File: src/rtl/axil_pkg.sv
// Shared types and constants for the AXI4-Lite master engine.
package axil_pkg;

  localparam int AXIL_ADDR_W = 32;
  localparam int AXIL_DATA_W = 32;

  localparam logic [1:0] RESP_OKAY   = 2'b00;
  localparam logic [1:0] RESP_EXOKAY = 2'b01;
  localparam logic [1:0] RESP_SLVERR = 2'b10;
  localparam logic [1:0] RESP_DECERR = 2'b11;

  typedef enum logic [2:0] {
    ST_IDLE,
    ST_WR_REQ,
    ST_WR_RESP,
    ST_RD_REQ,
    ST_RD_RESP,
    ST_DONE
  } axil_state_e;

  typedef struct packed {
    logic                       we;
    logic [AXIL_ADDR_W-1:0]     addr;
    logic [AXIL_DATA_W-1:0]     wdata;
    logic [AXIL_DATA_W/8-1:0]   wstrb;
  } axil_cmd_t;

endpackage

File: src/rtl/axil_master_engine_if.sv
// Command/response port and AXI4-Lite bus of the master engine.
interface axil_master_engine_if #(
  parameter int ADDR_W = 32,
  parameter int DATA_W = 32
);
  logic                cmd_valid;
  logic                cmd_ready;
  logic                cmd_we;
  logic [ADDR_W-1:0]   cmd_addr;
  logic [DATA_W-1:0]   cmd_wdata;
  logic [DATA_W/8-1:0] cmd_wstrb;

  logic                rsp_valid;
  logic                rsp_ready;
  logic [DATA_W-1:0]   rsp_rdata;
  logic [1:0]          rsp_resp;
  logic                rsp_timeout;

  logic                m_axi_awvalid, m_axi_awready;
  logic [ADDR_W-1:0]   m_axi_awaddr;
  logic [2:0]          m_axi_awprot;
  logic                m_axi_wvalid, m_axi_wready;
  logic [DATA_W-1:0]   m_axi_wdata;
  logic [DATA_W/8-1:0] m_axi_wstrb;
  logic                m_axi_bvalid, m_axi_bready;
  logic [1:0]          m_axi_bresp;
  logic                m_axi_arvalid, m_axi_arready;
  logic [ADDR_W-1:0]   m_axi_araddr;
  logic [2:0]          m_axi_arprot;
  logic                m_axi_rvalid, m_axi_rready;
  logic [DATA_W-1:0]   m_axi_rdata;
  logic [1:0]          m_axi_rresp;

  modport master (
    input  cmd_valid, cmd_we, cmd_addr, cmd_wdata, cmd_wstrb, rsp_ready,
    input  m_axi_awready, m_axi_wready, m_axi_bvalid, m_axi_bresp,
    input  m_axi_arready, m_axi_rvalid, m_axi_rdata, m_axi_rresp,
    output cmd_ready, rsp_valid, rsp_rdata, rsp_resp, rsp_timeout,
    output m_axi_awvalid, m_axi_awaddr, m_axi_awprot, m_axi_wvalid, m_axi_wdata, m_axi_wstrb,
    output m_axi_bready, m_axi_arvalid, m_axi_araddr, m_axi_arprot, m_axi_rready
  );

  modport slave (
    output cmd_valid, cmd_we, cmd_addr, cmd_wdata, cmd_wstrb, rsp_ready,
    output m_axi_awready, m_axi_wready, m_axi_bvalid, m_axi_bresp,
    output m_axi_arready, m_axi_rvalid, m_axi_rdata, m_axi_rresp,
    input  cmd_ready, rsp_valid, rsp_rdata, rsp_resp, rsp_timeout,
    input  m_axi_awvalid, m_axi_awaddr, m_axi_awprot, m_axi_wvalid, m_axi_wdata, m_axi_wstrb,
    input  m_axi_bready, m_axi_arvalid, m_axi_araddr, m_axi_arprot, m_axi_rready
  );
endinterface

File: src/rtl/axil_timeout_cnt.sv
// Bounded-wait timer: counts enabled cycles since the last clear and flags the
// last allowed cycle. CYCLES = 0 disables expiry.
module axil_timeout_cnt #(
  parameter int unsigned CYCLES = 256
) (
  input  logic clk,
  input  logic rst,
  input  logic i_clr,
  input  logic i_en,
  output logic o_expire
);
  localparam int unsigned CW = (CYCLES > 1) ? $clog2(CYCLES) : 1;
  localparam logic [CW-1:0] LAST = (CYCLES == 0) ? '0 : CW'(CYCLES - 1);

  logic [CW-1:0] r_cnt;

  // Saturates at LAST so a missed expiry can never wrap around
  always_ff @(posedge clk or posedge rst) begin
    if (rst) begin
      r_cnt <= '0;
    end else if (i_clr) begin
      r_cnt <= '0;
    end else if (i_en && (r_cnt != LAST)) begin
      r_cnt <= r_cnt + CW'(1);
    end
  end

  assign o_expire = (CYCLES != 0) && i_en && (r_cnt == LAST);
endmodule

File: src/rtl/axil_master_engine.sv
// AXI4-Lite master: one single-beat read or write per accepted command, with
// concurrent AW/W issue and a bounded-wait abort.
module axil_master_engine
  import axil_pkg::*;
#(
  parameter int unsigned ADDR_W         = AXIL_ADDR_W,
  parameter int unsigned DATA_W         = AXIL_DATA_W,
  parameter int unsigned TIMEOUT_CYCLES = 256,
  parameter logic [2:0]  AWPROT_VAL     = 3'b000
) (
  input logic                  aclk,
  input logic                  areset,
  axil_master_engine_if.master axil
);
  axil_state_e         r_state, w_state_nxt;
  logic                r_awvalid, w_awvalid_nxt;
  logic                r_wvalid, w_wvalid_nxt;
  logic                r_arvalid, w_arvalid_nxt;
  logic                r_bready, w_bready_nxt;
  logic                r_rready, w_rready_nxt;
  logic [ADDR_W-1:0]   r_addr, w_addr_nxt;
  logic [DATA_W-1:0]   r_wdata, w_wdata_nxt;
  logic [DATA_W/8-1:0] r_wstrb, w_wstrb_nxt;
  logic [DATA_W-1:0]   r_rsp_rdata, w_rsp_rdata_nxt;
  logic [1:0]          r_rsp_resp, w_rsp_resp_nxt;
  logic                r_rsp_timeout, w_rsp_timeout_nxt;
  logic                w_clr, w_en, w_expire, w_final_hs;

  assign w_en = (r_state != ST_IDLE) && (r_state != ST_DONE);

  axil_timeout_cnt #(.CYCLES(TIMEOUT_CYCLES)) u_timeout (
    .clk      (aclk),
    .rst      (areset),
    .i_clr    (w_clr),
    .i_en     (w_en),
    .o_expire (w_expire)
  );

  assign w_final_hs = ((r_state == ST_WR_RESP) && axil.m_axi_bvalid) ||
                      ((r_state == ST_RD_RESP) && axil.m_axi_rvalid);

  always_ff @(posedge aclk or posedge areset) begin
    if (areset) begin
      r_state       <= ST_IDLE;
      r_awvalid     <= 1'b0;
      r_wvalid      <= 1'b0;
      r_arvalid     <= 1'b0;
      r_bready      <= 1'b0;
      r_rready      <= 1'b0;
      r_addr        <= '0;
      r_wdata       <= '0;
      r_wstrb       <= '0;
      r_rsp_rdata   <= '0;
      r_rsp_resp    <= RESP_OKAY;
      r_rsp_timeout <= 1'b0;
    end else begin
      r_state       <= w_state_nxt;
      r_awvalid     <= w_awvalid_nxt;
      r_wvalid      <= w_wvalid_nxt;
      r_arvalid     <= w_arvalid_nxt;
      r_bready      <= w_bready_nxt;
      r_rready      <= w_rready_nxt;
      r_addr        <= w_addr_nxt;
      r_wdata       <= w_wdata_nxt;
      r_wstrb       <= w_wstrb_nxt;
      r_rsp_rdata   <= w_rsp_rdata_nxt;
      r_rsp_resp    <= w_rsp_resp_nxt;
      r_rsp_timeout <= w_rsp_timeout_nxt;
    end
  end

  always_comb begin
    w_state_nxt       = r_state;
    w_awvalid_nxt     = r_awvalid;
    w_wvalid_nxt      = r_wvalid;
    w_arvalid_nxt     = r_arvalid;
    w_bready_nxt      = r_bready;
    w_rready_nxt      = r_rready;
    w_addr_nxt        = r_addr;
    w_wdata_nxt       = r_wdata;
    w_wstrb_nxt       = r_wstrb;
    w_rsp_rdata_nxt   = r_rsp_rdata;
    w_rsp_resp_nxt    = r_rsp_resp;
    w_rsp_timeout_nxt = r_rsp_timeout;
    w_clr             = 1'b0;

    case (r_state)
      ST_IDLE: begin
        if (axil.cmd_valid) begin
          w_clr             = 1'b1;
          w_addr_nxt        = axil.cmd_addr;
          w_wdata_nxt       = axil.cmd_wdata;
          w_wstrb_nxt       = axil.cmd_wstrb;
          w_rsp_rdata_nxt   = '0;
          w_rsp_resp_nxt    = RESP_OKAY;
          w_rsp_timeout_nxt = 1'b0;
          if (axil.cmd_we) begin
            w_awvalid_nxt = 1'b1;
            w_wvalid_nxt  = 1'b1;
            w_state_nxt   = ST_WR_REQ;
          end else begin
            w_arvalid_nxt = 1'b1;
            w_state_nxt   = ST_RD_REQ;
          end
        end
      end
      ST_WR_REQ: begin
        w_awvalid_nxt = r_awvalid && !axil.m_axi_awready;
        w_wvalid_nxt  = r_wvalid && !axil.m_axi_wready;
        if (!w_awvalid_nxt && !w_wvalid_nxt) begin
          w_bready_nxt = 1'b1;
          w_state_nxt  = ST_WR_RESP;
        end
      end
      ST_WR_RESP: begin
        if (axil.m_axi_bvalid) begin
          w_rsp_resp_nxt  = axil.m_axi_bresp;
          w_rsp_rdata_nxt = '0;
          w_bready_nxt    = 1'b0;
          w_state_nxt     = ST_DONE;
        end
      end
      ST_RD_REQ: begin
        if (axil.m_axi_arready) begin
          w_arvalid_nxt = 1'b0;
          w_rready_nxt  = 1'b1;
          w_state_nxt   = ST_RD_RESP;
        end
      end
      ST_RD_RESP: begin
        if (axil.m_axi_rvalid) begin
          w_rsp_rdata_nxt = axil.m_axi_rdata;
          w_rsp_resp_nxt  = axil.m_axi_rresp;
          w_rready_nxt    = 1'b0;
          w_state_nxt     = ST_DONE;
        end
      end
      ST_DONE: begin
        if (axil.rsp_ready) w_state_nxt = ST_IDLE;
      end
      default: w_state_nxt = ST_IDLE;
    endcase

    // Abort beats any intermediate handshake but loses to the final B/R one
    if (w_expire && !w_final_hs) begin
      w_awvalid_nxt     = 1'b0;
      w_wvalid_nxt      = 1'b0;
      w_arvalid_nxt     = 1'b0;
      w_bready_nxt      = 1'b0;
      w_rready_nxt      = 1'b0;
      w_rsp_timeout_nxt = 1'b1;
      w_rsp_resp_nxt    = RESP_SLVERR;
      w_state_nxt       = ST_DONE;
    end
  end

  assign axil.cmd_ready     = (r_state == ST_IDLE) && !areset;
  assign axil.rsp_valid     = (r_state == ST_DONE);
  assign axil.rsp_rdata     = r_rsp_rdata;
  assign axil.rsp_resp      = r_rsp_resp;
  assign axil.rsp_timeout   = r_rsp_timeout;
  assign axil.m_axi_awvalid = r_awvalid;
  assign axil.m_axi_awaddr  = r_addr;
  assign axil.m_axi_awprot  = AWPROT_VAL;
  assign axil.m_axi_wvalid  = r_wvalid;
  assign axil.m_axi_wdata   = r_wdata;
  assign axil.m_axi_wstrb   = r_wstrb;
  assign axil.m_axi_bready  = r_bready;
  assign axil.m_axi_arvalid = r_arvalid;
  assign axil.m_axi_araddr  = r_addr;
  assign axil.m_axi_arprot  = AWPROT_VAL;
  assign axil.m_axi_rready  = r_rready;
endmodule

File: src/flat_wrapper.sv
// flat-port wrapper written by rule: the top's interface ports become plain ports
module axil_master_engine_flat import axil_pkg::*;
#(
  parameter int unsigned ADDR_W         = AXIL_ADDR_W,
  parameter int unsigned DATA_W         = AXIL_DATA_W,
  parameter int unsigned TIMEOUT_CYCLES = 256,
  parameter logic [2:0]  AWPROT_VAL     = 3'b000
)
  (aclk, areset, axil_cmd_valid, axil_cmd_we, axil_cmd_addr, axil_cmd_wdata, axil_cmd_wstrb, axil_rsp_ready, axil_m_axi_awready, axil_m_axi_wready, axil_m_axi_bvalid, axil_m_axi_bresp, axil_m_axi_arready, axil_m_axi_rvalid, axil_m_axi_rdata, axil_m_axi_rresp, axil_cmd_ready, axil_rsp_valid, axil_rsp_rdata, axil_rsp_resp, axil_rsp_timeout, axil_m_axi_awvalid, axil_m_axi_awaddr, axil_m_axi_awprot, axil_m_axi_wvalid, axil_m_axi_wdata, axil_m_axi_wstrb, axil_m_axi_bready, axil_m_axi_arvalid, axil_m_axi_araddr, axil_m_axi_arprot, axil_m_axi_rready);
  axil_master_engine_if #(.ADDR_W(ADDR_W), .DATA_W(DATA_W)) axil_i ();
  input logic aclk;
  input logic areset;
  input wire logic [$bits(axil_i.cmd_valid)-1:0] axil_cmd_valid;
  input wire logic [$bits(axil_i.cmd_we)-1:0] axil_cmd_we;
  input wire logic [$bits(axil_i.cmd_addr)-1:0] axil_cmd_addr;
  input wire logic [$bits(axil_i.cmd_wdata)-1:0] axil_cmd_wdata;
  input wire logic [$bits(axil_i.cmd_wstrb)-1:0] axil_cmd_wstrb;
  input wire logic [$bits(axil_i.rsp_ready)-1:0] axil_rsp_ready;
  input wire logic [$bits(axil_i.m_axi_awready)-1:0] axil_m_axi_awready;
  input wire logic [$bits(axil_i.m_axi_wready)-1:0] axil_m_axi_wready;
  input wire logic [$bits(axil_i.m_axi_bvalid)-1:0] axil_m_axi_bvalid;
  input wire logic [$bits(axil_i.m_axi_bresp)-1:0] axil_m_axi_bresp;
  input wire logic [$bits(axil_i.m_axi_arready)-1:0] axil_m_axi_arready;
  input wire logic [$bits(axil_i.m_axi_rvalid)-1:0] axil_m_axi_rvalid;
  input wire logic [$bits(axil_i.m_axi_rdata)-1:0] axil_m_axi_rdata;
  input wire logic [$bits(axil_i.m_axi_rresp)-1:0] axil_m_axi_rresp;
  output wire logic [$bits(axil_i.cmd_ready)-1:0] axil_cmd_ready;
  output wire logic [$bits(axil_i.rsp_valid)-1:0] axil_rsp_valid;
  output wire logic [$bits(axil_i.rsp_rdata)-1:0] axil_rsp_rdata;
  output wire logic [$bits(axil_i.rsp_resp)-1:0] axil_rsp_resp;
  output wire logic [$bits(axil_i.rsp_timeout)-1:0] axil_rsp_timeout;
  output wire logic [$bits(axil_i.m_axi_awvalid)-1:0] axil_m_axi_awvalid;
  output wire logic [$bits(axil_i.m_axi_awaddr)-1:0] axil_m_axi_awaddr;
  output wire logic [$bits(axil_i.m_axi_awprot)-1:0] axil_m_axi_awprot;
  output wire logic [$bits(axil_i.m_axi_wvalid)-1:0] axil_m_axi_wvalid;
  output wire logic [$bits(axil_i.m_axi_wdata)-1:0] axil_m_axi_wdata;
  output wire logic [$bits(axil_i.m_axi_wstrb)-1:0] axil_m_axi_wstrb;
  output wire logic [$bits(axil_i.m_axi_bready)-1:0] axil_m_axi_bready;
  output wire logic [$bits(axil_i.m_axi_arvalid)-1:0] axil_m_axi_arvalid;
  output wire logic [$bits(axil_i.m_axi_araddr)-1:0] axil_m_axi_araddr;
  output wire logic [$bits(axil_i.m_axi_arprot)-1:0] axil_m_axi_arprot;
  output wire logic [$bits(axil_i.m_axi_rready)-1:0] axil_m_axi_rready;
  assign axil_i.cmd_valid = axil_cmd_valid;
  assign axil_i.cmd_we = axil_cmd_we;
  assign axil_i.cmd_addr = axil_cmd_addr;
  assign axil_i.cmd_wdata = axil_cmd_wdata;
  assign axil_i.cmd_wstrb = axil_cmd_wstrb;
  assign axil_i.rsp_ready = axil_rsp_ready;
  assign axil_i.m_axi_awready = axil_m_axi_awready;
  assign axil_i.m_axi_wready = axil_m_axi_wready;
  assign axil_i.m_axi_bvalid = axil_m_axi_bvalid;
  assign axil_i.m_axi_bresp = axil_m_axi_bresp;
  assign axil_i.m_axi_arready = axil_m_axi_arready;
  assign axil_i.m_axi_rvalid = axil_m_axi_rvalid;
  assign axil_i.m_axi_rdata = axil_m_axi_rdata;
  assign axil_i.m_axi_rresp = axil_m_axi_rresp;
  assign axil_cmd_ready = axil_i.cmd_ready;
  assign axil_rsp_valid = axil_i.rsp_valid;
  assign axil_rsp_rdata = axil_i.rsp_rdata;
  assign axil_rsp_resp = axil_i.rsp_resp;
  assign axil_rsp_timeout = axil_i.rsp_timeout;
  assign axil_m_axi_awvalid = axil_i.m_axi_awvalid;
  assign axil_m_axi_awaddr = axil_i.m_axi_awaddr;
  assign axil_m_axi_awprot = axil_i.m_axi_awprot;
  assign axil_m_axi_wvalid = axil_i.m_axi_wvalid;
  assign axil_m_axi_wdata = axil_i.m_axi_wdata;
  assign axil_m_axi_wstrb = axil_i.m_axi_wstrb;
  assign axil_m_axi_bready = axil_i.m_axi_bready;
  assign axil_m_axi_arvalid = axil_i.m_axi_arvalid;
  assign axil_m_axi_araddr = axil_i.m_axi_araddr;
  assign axil_m_axi_arprot = axil_i.m_axi_arprot;
  assign axil_m_axi_rready = axil_i.m_axi_rready;
  axil_master_engine #(.ADDR_W(ADDR_W), .DATA_W(DATA_W), .TIMEOUT_CYCLES(TIMEOUT_CYCLES), .AWPROT_VAL(AWPROT_VAL)) u_core (.aclk(aclk), .areset(areset), .axil(axil_i));
endmodule
File: config.mk
export PLATFORM = sky130hd
export DESIGN_NAME = axil_master_engine_flat
export DESIGN_NICKNAME = d
export VERILOG_FILES = /design/src/rtl/axil_pkg.sv /design/src/rtl/axil_master_engine_if.sv /design/src/rtl/axil_timeout_cnt.sv /design/src/rtl/axil_master_engine.sv /design/src/flat_wrapper.sv
export SDC_FILE = /design/constraint.sdc
export NUM_CORES = 1
export LEC_CHECK = 0
export BUFFER_PORTS_ARGS = -buffer_cell sky130_fd_sc_hd__buf_2
export CAP_MARGIN = 20
export CORE_ASPECT_RATIO = 0.8
export CORE_MARGIN = 4
export CORE_UTILIZATION = 47
export CTS_CLUSTER_SIZE = 20
export DETAILED_ROUTE_END_ITERATION = 7
export GPL_ROUTABILITY_DRIVEN = 0
export PLACE_DENSITY = 0.81
export SKIP_CTS_REPAIR_TIMING = 1
export SYNTH_ARGS = -nofsm -noshare
export SYNTH_HDL_FRONTEND = slang
export SYNTH_SLANG_ARGS = --single-unit
File: constraint.sdc
create_clock -name aclk -period 4.7 [get_ports aclk]
set_clock_uncertainty 0.05 [all_clocks]
set_input_delay 0.94 -clock aclk [delete_from_list [all_inputs] [get_ports aclk]]
set_output_delay 0.94 -clock aclk [all_outputs]
set_load 0.01 [all_outputs]
# Word-level counts from Yosys, hierarchy flattened
# Index checks and enable logic that the tools add are counted.
# Widths: inputs -> output; s select.
# op_classes
addsub	1
n_eq_ne	19
mux	44
reduce_logical	37
# ops
op	n
$mux 32	3
$pmux 32 s3	1
$mux 3	7
$mux 1	19
$pmux 3 s6	1
$reduce_bool 3->1	6
$mux 8	2
$ne 3x2->1 const B	5
$reduce_and 4->1	3
$logic_and 1x1->1	10
$mux 2	5
$pmux 1 s2	5
$ne 3x3->1 const B	3
$reduce_and 3->1	3
$add 8x1->8 const B	1
$eq 8x8->1 const B	1
$ne 8x8->1 const B	1
$eq 3x2->1 const B	2
$eq 3x3->1 const B	2
$logic_not 1->1	6
$ne 2x2->1 const B	3
$pmux 2 s3	1
$reduce_and 6->1	1
$reduce_bool 2->1	3
6 further kinds	7
# word_totals
register_bits	119
inputBits	114
output_inout_bits	148
elab_cells	114

# Logic depth before layout (Yosys ltp)
# depth
ltp_word	7
mapped_depth	7
depth_no_buf	5

# By module
# A second synthesis with hierarchy kept.
# hier_totals
cells_unflattened	384
area_unflattened_um2	5173.7
# by_module_without_submodules
mod	instances	cells_each	area_each_um2	seq_area_each_um2
axil_master_engine	1	335	4679.5	2777.7
axil_timeout_cnt	1	49	494.2	200.2

# Least setup slack after synthesis
# No wires, ideal clock.
# synth_path
kind	register -> output
from	register u_core.r_state[0]
to	output axil_cmd_ready
t_arrival_ns	1.348
t_required_ns	3.710
path_slack_ns	2.362
path_stages_with_launch	5
n_path_buf	3
path_cell_list	dfrtp_1 > buf_4 > buf_4 > clkbuf_1 > nor4_1
# synth_via
elab_chain_cells	2
# synth_rtl
element	line	text
start: declaration	axil_master_engine.sv:15	axil_state_e r_state, w_state_nxt;
start signal: assignment	axil_master_engine.sv:57	r_state <= w_state_nxt;
$logic_not 3->1	axil_master_engine.sv:157	assign axil.cmd_ready = (r_state == ST_IDLE) && !areset;
$logic_and 1x1->1	axil_master_engine.sv:157	
end: declaration	flat_wrapper.sv:27	output wire logic [$bits(axil_i.cmd_ready)-1:0] axil_cmd_ready;
# No other way between the ends.

# Worst setup path in the final report
# layout_path
from	register u_core.r_state[2]
to	output axil_rsp_valid
# layout_via
elab_chain_cells	1
# layout_rtl
element	line	text
$eq 3x3->1	axil_master_engine.sv:158	assign axil.rsp_valid = (r_state == ST_DONE);
end: declaration	flat_wrapper.sv:28	output wire logic [$bits(axil_i.rsp_valid)-1:0] axil_rsp_valid;
# No other way between the ends.

==> summary.md <==
| Metric | Value |
|---|---|
| Crit. End Element | primary output |
| Latest clock arrival within the worst-skew pair | 0.40 ns |
| Gr ovfl total | 0 |
| # clock sinks | 119 |
| 1st-iter DRT viols | 298 |
| Fin. max-slew vios | 0 |
| Synthesized cell area | 0.005473 mm2 |
| Design Area, Final | 0.007134 mm2 |
| Crit-path max FO | 16 |
| Final nets | 927 |
| Max Cap Violations | 0 |
| Layout Cells excl Fill | 969 |
| Vias post-DR | just under 5000 |
| Top-level port count | 262 |
| Top cell type's share of synthesized area | 0.5441 |
| Async S/R FF share, synth | 1.000 |
| WP data arrival | between 1.5 and 2 ns |
| Fin crit period | 2.680 ns |
| TritonCTS clock tree | built |
| Layout cells sized above 1 | 0.3733 |
| Number of inserted diodes | 0 |
| Worst hold slack | 0.4195 ns |
| Initial core utilization | 0.4929 |
| Status | complete, no violations |
| Final hold violations | 0 |
| Placed inst area | around 0.0065 mm2 |
| Crit-path slowest cell | dfrtp_1 |
| Post-Synthesis Cells | 603 |
| Number of synthesized flops with an enable pin | 0 |
| Antenna violations before repair | 0 |
| Root Buffer | clkbuf_16 |
| Fillers | roughly 940 |
| CP bufs+invs | 2 |
| Crit-path cells | inv_2, nor3_1, buf_2 |
| Vias in the first global route | 4446 |
| Peak supply drop | 0.4755 mV |
| Synth unique cells | 44 |
| First-pass GRT wire length | ~23000 um |
| Slew headroom | 0.3547 |
| TritonRoute pass-1 iters | 4 |
| Syn. warnings | 0 |
| CP top delay family | flip-flops |
| Endpoints failing setup | 0 |
| Pwr/cell area | around 730 mW/mm2 |
| DP HPWL | about 10000 um |
| Part of the Yosys area used for sequential elements | 0.5441 |
| Setup_tns | 0 ns |
| Fraction of the cycle the final worst path needs | 0.5702 |
| Core Area | 0.01110 mm2 |
| Worst min-delay path class | reg -> reg |
| #FFs+latches synth | 119 |
| Clock slew at reported path FFs | around 0.06 ns |
| Post-route DRC violation count | 0 |
| WL/cell | 15.01 um |
| I/O Buffers | 255 |
| Fmax | 373.1 MHz |
| Critical path type | reg -> out |
| Top cells by area, synth | dfrtp_1 54%, nand2_1 17%, buf_4 6.4% |
| Startpoint Class | flip-flop |
| Required time of the critical path | 3.71 ns |
| Pin count of the biggest net entering global routing | 62 |
| Die span in x | 128.6 um |
| Vias/cell | ~5.0 |
| Inserted Clock Buffers | 17 |
| P&R area growth vs syn | 30.36% |
| H-tree depth | 4 |
| Die area | 0.01345 mm2 |
| Total Routing Usage GR | 0.2130 |
| Rows | 34 |
| Die Y | around 100 um |
| CP peak stage delay | 0.68 ns |
| Syn Area/Cell | 9.076 um2 |
| Final ANT Viol Nets | 0 |
| Placed cells | 936 |
| Synth Flop Type | dfrtp_1 |
| Max Buffers Root-to-Sink | 2 |
| Synth area leader | dfrtp_1 |
| Lkg Pwr | 0.003929 uW |
| Final core utilization | 0.6426 |
| Slew @ Worst Pin | about 0.97 ns |
| RSZ-0062 raised after global routing | no |
| Routed WL | 14550 um |
worst register-to-register path, cell delays in order, from the launching register on:
cell and delay (ns):
dfrtp_1 0.64, nor3_1 0.45, and2_2 0.84, buf_4 0.44
nand2_1 0.10, nand2_1 0.07
registers in the layout, indices dropped and copies added, names as in the netlist:
register and cells:
u_core.axil.m_axi_araddr 32, u_core.axil.m_axi_wdata 32, u_core.axil.rsp_rdata 32, u_core.u_timeout.r_cnt 8, u_core.axil.m_axi_wstrb 4, u_core.r_state 3, u_core.axil.rsp_resp 2, u_core.axil.m_axi_arvalid 1
u_core.axil.m_axi_awvalid 1, u_core.axil.m_axi_bready 1, u_core.axil.m_axi_rready 1, u_core.axil.m_axi_wvalid 1, u_core.axil.rsp_timeout 1
cell usage after synthesis, types with 4 or more instances:
cell / number
nand2_1: 245
nand2b_1: 6
o31ai_1: 36
buf_6: 8
buf_4: 47
nor3_1: 4
nor2_1: 7
a21oi_1: 8
nand3_1: 6
inv_1: 5
dfrtp_1: 119
o211ai_1: 4
buf_2: 11
clkbuf_1: 11
o21ai_0: 40
path summary, 6_finish.rpt:
kind                                                  from                            to  slack, ns  depth (start not counted)
worst max-delay path                     u_core.r_state[2]                axil_rsp_valid       2.02                          3
worst min register to register  u_core.axil.m_axi_wdata[6]    u_core.axil.m_axi_wdata[6]       0.42                          2
min in group asynchronous                           areset     u_core.axil.m_axi_awvalid       0.62                          2
worst max register to register           u_core.r_state[1]  u_core.axil.m_axi_araddr[16]       2.04                          5
max in group asynchronous                           areset    u_core.axil.m_axi_wstrb[2]       3.09                          3
worst min-delay path            u_core.axil.m_axi_wdata[6]    u_core.axil.m_axi_wdata[6]       0.42                          2
cells in the final DEF, fill, tap and decap left out, types with 3 or more instances in the layout:
cell | netlist | routed
inv_6 | 0 | 5
nor3_1 | 4 | 4
nor2_1 | 7 | 7
a21oi_1 | 8 | 8
nand3_1 | 6 | 6
inv_1 | 5 | 4
o31ai_1 | 36 | 36
conb_1 | 1 | 6
dfrtp_1 | 119 | 118
buf_4 | 47 | 6
mux2i_1 | 3 | 3
a211oi_1 | 3 | 3
o21ai_0 | 40 | 40
o211ai_1 | 4 | 4
nand2b_1 | 6 | 6
a31oi_1 | 3 | 3
nand2_1 | 245 | 244
a31o_2 | 3 | 3
nor2b_1 | 3 | 3
clkbuf_16 | 0 | 17
bufinv_16 | 0 | 4
buf_2 | 11 | 255
per-stage QoR:
stage	power (uW)	setup WS [ns]
after floorplan	3220	0.5525
after global placement	3774	1.987
after detailed placement	3839	1.950
after CTS	5280	2.041
after global routing	5595	1.726
final	5229	2.020
cell type report:
type | count | area, um2 | area share
Multi-Input combinational cell | 406 | 1963 | 0.2752
Timing Repair Buffer | 262 | 1336 | 0.1873
Clock inverter | 14 | 211.5 | 0.02964
Tap cell | 144 | 180.2 | 0.02525
Inverter | 6 | 25.02 | 0.003508
Sequential cell | 119 | 2979 | 0.4176
Clock buffer | 18 | 439.2 | 0.06156
where the power goes:
group	total, uW	switching, uW	internal, uW
Sequential	1830	347	1480
Clock	1410	492	919
Combinational	1990	1220	769
per-layer routing:
layer | vias to the layer above | GRT usage | part of all wire
li1 | 2365 | - | -
met1 | 2244 | 0.2860 | 0.42
met2 | 188 | 0.3413 | 0.49
met3 | 16 | 0.06314 | 0.077
met4 | 0 | 0.05172 | 0.015
met5 | - | 0 | 0
cells by family after synthesis:
group           share of synthesized area
flops                              0.5441
xor+xnor                         0.003201
compound gates                     0.1246
fa+ha+maj                        0.002286
other cells                     0.0006852
simple gates                       0.2149
buf+inv                            0.1027
mux                              0.007545
No activity file was read; power rests on OpenSTA's default activity.
